**config.mk**
```make
export PLATFORM = sky130hd
export DESIGN_NAME = if_stage_fetch_unit
export DESIGN_NICKNAME = d
export VERILOG_FILES = /design/src/rtl/if_stage_fetch_unit.sv
export SDC_FILE = /design/constraint.sdc
export NUM_CORES = 1
export LEC_CHECK = 0
export ABC_CLOCK_PERIOD_IN_PS = 3900
export CORE_MARGIN = 4
export CORE_UTILIZATION = 35
export CTS_BUF_LIST = sky130_fd_sc_hd__clkbuf_16
export CTS_CLUSTER_SIZE = 10
export DETAILED_ROUTE_END_ITERATION = 10
export PLACE_DENSITY_LB_ADDON = 0.25
export SKIP_CTS_REPAIR_TIMING = 1
export SYNTH_ARGS = -nofsm -noshare
export SYNTH_HDL_FRONTEND = slang
export SYNTH_SLANG_ARGS = --single-unit
```
**constraint.sdc**
```tcl
create_clock -name CLK -period 3.9 [get_ports CLK]
set_clock_uncertainty 0.1 [all_clocks]
set_input_delay 0.585 -clock CLK [delete_from_list [all_inputs] [get_ports CLK]]
set_output_delay 0.585 -clock CLK [all_outputs]
set_load 0.01 [all_outputs]
```
**src/rtl/if_stage_fetch_unit.sv**
```systemverilog
// Instruction-fetch stage: PC register, next-PC select and the IF/ID pipeline
// register, plus saturating stall/flush debug counters.
module if_stage_fetch_unit #(
    parameter logic [31:0] RESET_PC  = 32'h0000_0000,
    parameter logic [31:0] NOP_INSTR = 32'h0000_0000,
    parameter int unsigned CNT_W     = 16
) (
    input  logic             CLK,
    input  logic             Reset,
    input  logic             PCWre,
    input  logic             IF_ID_Wre,
    input  logic             ID_Jump,
    input  logic [31:0]      ID_Jump_Target,
    input  logic             ID_Branch_Taken,
    input  logic [31:0]      ID_Branch_Target,
    input  logic [31:0]      IM_Instr,
    output logic [31:0]      IM_Addr,
    output logic [31:0]      IF_PC,
    output logic [31:0]      ID_Instr,
    output logic [31:0]      ID_PC4,
    output logic             ID_Valid,
    output logic [CNT_W-1:0] Stall_Count,
    output logic [CNT_W-1:0] Flush_Count
);

    localparam logic [31:0]      ALIGN_MASK = ~32'h3;
    localparam logic [CNT_W-1:0] CNT_ONE    = CNT_W'(1);
    localparam logic [CNT_W-1:0] CNT_MAX    = '1;

    typedef struct packed {
        logic [31:0] instr;
        logic [31:0] pc4;
        logic        valid;
    } ifid_t;

    localparam ifid_t IFID_BUBBLE = '{instr: NOP_INSTR, pc4: 32'h0, valid: 1'b0};

    logic [31:0]      pc_q, pc_d;
    logic [31:0]      pc_plus4;
    logic [31:0]      redirect_pc;
    logic             redirect;
    logic             flush;
    ifid_t            ifid_q, ifid_d;
    logic [CNT_W-1:0] stall_cnt_q, stall_cnt_d;
    logic [CNT_W-1:0] flush_cnt_q, flush_cnt_d;

    assign pc_plus4    = pc_q + 32'd4;
    assign redirect    = ID_Jump | ID_Branch_Taken;
    // Jump beats branch; both targets are word-aligned before use.
    assign redirect_pc = ID_Jump ? (ID_Jump_Target & ALIGN_MASK)
                                 : (ID_Branch_Target & ALIGN_MASK);
    // A stalled IF/ID keeps the branch in ID, so it is only flushed once released.
    assign flush       = IF_ID_Wre & redirect;

    always_comb begin
        pc_d = pc_q;
        if (PCWre) begin
            pc_d = redirect ? redirect_pc : pc_plus4;
        end
    end

    always_comb begin
        ifid_d = ifid_q;
        if (IF_ID_Wre) begin
            if (redirect) begin
                ifid_d = IFID_BUBBLE;
            end else begin
                ifid_d = '{instr: IM_Instr, pc4: pc_plus4, valid: 1'b1};
            end
        end
    end

    always_comb begin
        stall_cnt_d = stall_cnt_q;
        flush_cnt_d = flush_cnt_q;
        if (!IF_ID_Wre && stall_cnt_q != CNT_MAX) begin
            stall_cnt_d = stall_cnt_q + CNT_ONE;
        end
        if (flush && flush_cnt_q != CNT_MAX) begin
            flush_cnt_d = flush_cnt_q + CNT_ONE;
        end
    end

    always_ff @(posedge CLK) begin
        if (!Reset) begin
            pc_q        <= RESET_PC;
            ifid_q      <= IFID_BUBBLE;
            stall_cnt_q <= '0;
            flush_cnt_q <= '0;
        end else begin
            pc_q        <= pc_d;
            ifid_q      <= ifid_d;
            stall_cnt_q <= stall_cnt_d;
            flush_cnt_q <= flush_cnt_d;
        end
    end

    assign IM_Addr     = pc_q;
    assign IF_PC       = pc_q;
    assign ID_Instr    = ifid_q.instr;
    assign ID_PC4      = ifid_q.pc4;
    assign ID_Valid    = ifid_q.valid;
    assign Stall_Count = stall_cnt_q;
    assign Flush_Count = flush_cnt_q;

endmodule

```
==> flow_summary.json <==
{
  "status": "finished, final reports clean",
  "yosysTopAreaCell": "dfxtp_1",
  "synth-edff-count": 0,
  "grt_max_degree": 57,
  "htree_levels": 4,
  "regArea_sq_mm": 0.002502,
  "antenna_found_initial": 0,
  "io_buffers": 252,
  "initial_core_util": 0.3575,
  "firstDrtPassIters": 5,
  "grt_pass1_vias": 5997,
  "fin_hold_ws_ps": 346.0,
  "dp_slack_ps": 808.5,
  "multiInputGateArea_sq_mm": 0.003442,
  "clock_sinks": 125,
  "path_cells": "clkdlybuf4s50_1, or2_2, buf_4, nor2_1, a222oi_1, a2bb2oi_1, nor2b_1",
  "drive_gt1_frac": 0.06018,
  "crit_fanout": 22,
  "arrival_ps": 2880,
  "p_leak_nw": 3.293,
  "setup-violations-final": 0,
  "antenna_cells": 0,
  "drv_cap": 0,
  "die-area_sq_mm": 0.02071,
  "rows": 49,
  "hold_violations": 0,
  "ys_types": 62,
  "clk_path_buf_depth": 2,
  "worst-path-stages": 7,
  "place_area_sq_mm": 0.008882,
  "drtAntennaViolNets": 0,
  "cts_tree": "built",
  "synthCells": 793,
  "clk-insertion-delay-late_ps": 420,
  "critPathSlowestCell": "clkdlybuf4s50_1",
  "critical_path_class": "in2reg",
  "path_buf_inv": 2,
  "yosys-top-cells-area": "dfxtp_1 (39%), nand2_1 (5.4%), nand3_1 (4.9%)",
  "cts_made_buffers": 17,
  "grt_overflow": 0,
  "synth-seq-cells": 125,
  "root_buffer": "clkbuf_16",
  "fin_crit_ps": 2676,
  "rsz0062_at_grt": "false",
  "final_area_sq_mm": 0.009464,
  "coreArea_sq_mm": 0.01809,
  "die_w_um": 143.9,
  "critPathTopFamily": "buffers and inverters",
  "peakVddDrop_v": 0.0002845,
  "grt_pass1_wl_um": 32790,
  "synth-async-reset-ratio": 0,
  "chipHeight_um": 143.9,
  "post_drt_wl_per_cell_um": 17.52,
  "period_share": 0.6862,
  "syn_to_final_growth_pct": 46.39,
  "critPathMaxStageDelay_ps": 780,
  "min_delay_path_depth": 2,
  "crit_path_end_kind": "register",
  "yosysSeqAreaShare": 0.3871,
  "place.gp.congestion": 0.7823,
  "slew_headroom": 0.5167,
  "synth_common_cells": "dfxtp_1 (125), nand2_1 (93), nand3_1 (63), nor2_1 (53), clkbuf_1 (46)",
  "drtIter0Drc": 351,
  "clkTransAtPathRegs_ps": 60,
  "power_density_mw_per_mm2": 359.8,
  "fill_cells": 1735,
  "vias": 6423,
  "cp.required_ps": 4110,
  "hpwl_um": 15120,
  "hp-class": "reg2reg",
  "routed_via_density": 5.239,
  "crit_path_start_kind": "primary input",
  "clock.fmax_mhz": 373.7,
  "netlist_area_sq_mm": 0.006465,
  "worst_pin_slew_ps": 719.0,
  "drc": 0,
  "setup_slack_ps": 1224,
  "fin_setup_tns_ps": 0,
  "yosysWarnings": 0,
  "synth_top_area_frac": 0.3871,
  "grt.total_usage": 0.2014,
  "syn_avg_cell_area_sq_um": 8.153,
  "reg2reg_depth": 6,
  "fin_nets": 1090,
  "maxSlewViolCount": 0,
  "synth_most_common_cell": "dfxtp_1",
  "drt-total-wl_um": 21480,
  "num_io_pins": 263,
  "synth_flop_cell": "dfxtp_1"
}
[stage by stage]
step           power [W]    util  cells
6_report        0.003406  0.5233   1226
5_1_grt         0.003549  0.5233   1226
4_1_cts         0.003449  0.5233   1226
3_5_place_dp    0.001857  0.4911   1195
3_3_place_gp    0.001853  0.4911   1195
2_1_floorplan   0.001612       -    798
[sequential cells by signal (all words and copies together), names as in the netlist]
signal       count
ID_Instr        32
ID_PC4          30
IF_PC           30
Flush_Count     16
Stall_Count     16
ID_Valid         1
[report_power, final]
group / total, W / internal (W) / switching [W]
sequential: 0.00137 / 0.00131 / 0.0000608
combinational: 0.000452 / 0.000249 / 0.000203
clock: 0.00158 / 0.000991 / 0.000588
total: 0.00341 / 0.00255 / 0.000852
[cell usage in the layout (no fill, tap or decap), types with 9 or more instances in the layout]
cell,n
clkdlybuf4s50_1,250
dfxtp_1,125
nand2_1,93
nand3_1,63
nor2_1,51
a21oi_1,44
o21ai_0,40
xor2_1,28
xnor2_1,26
clkbuf_16,17
nor3_1,16
a21boi_0,16
a22oi_1,14
buf_4,14
nand4_1,13
and4_1,10
inv_1,10
and3_1,9
[worst register-to-register path: stages (launching register included)]
cell,delay (ps)
dfxtp_1,540
ha_1,410
inv_1,110
nor2_1,470
nand4_1,290
or4_1,460
a31oi_1,140
[path summary, 6_finish.rpt]
path                           start                       to  slack, ps
min          ID_PC4[18]$_SDFFE_PN0P_  ID_PC4[18]$_SDFFE_PN0P_        350
min reg2reg  ID_PC4[18]$_SDFFE_PN0P_  ID_PC4[18]$_SDFFE_PN0P_        350
max                  ID_Branch_Taken   IF_PC[15]$_SDFFE_PN0P_       1220
max reg2reg    IF_PC[3]$_SDFFE_PN0P_   IF_PC[30]$_SDFFE_PN0P_       1300
[cell type report]
cell class	count	share of cell area
Multi-Input combinational cell	566	0.3637
Timing Repair Buffer	266	0.2766
Sequential cell	125	0.2644
Clock buffer	17	0.04495
Tap cell	229	0.03027
Clock inverter	14	0.01653
Inverter	9	0.003570
[logic make-up after synthesis]
kind of cell               after synthesis  synth area share
and+or+nand+nor                        314            0.2549
AOI/OAI and AO/OA                      181            0.1808
DFF                                    125            0.3871
buffers and inverters                  107           0.08535
xor gates and xnor gates                54           0.07316
muxes                                    8           0.01239
adders and majority gates                3          0.005807
other                                    1         0.0005801
[layer usage]
metal / vias to the layer above / GRT usage / share of wire
met4: 0 / 0.05203 / 0.013
met5: - / 0 / 0
met1: 3019 / 0.2564 / 0.43
li1: 3164 / - / -
met2: 218 / 0.3261 / 0.47
met3: 22 / 0.07088 / 0.084
Note: power is estimated with default switching activity, not from simulation.
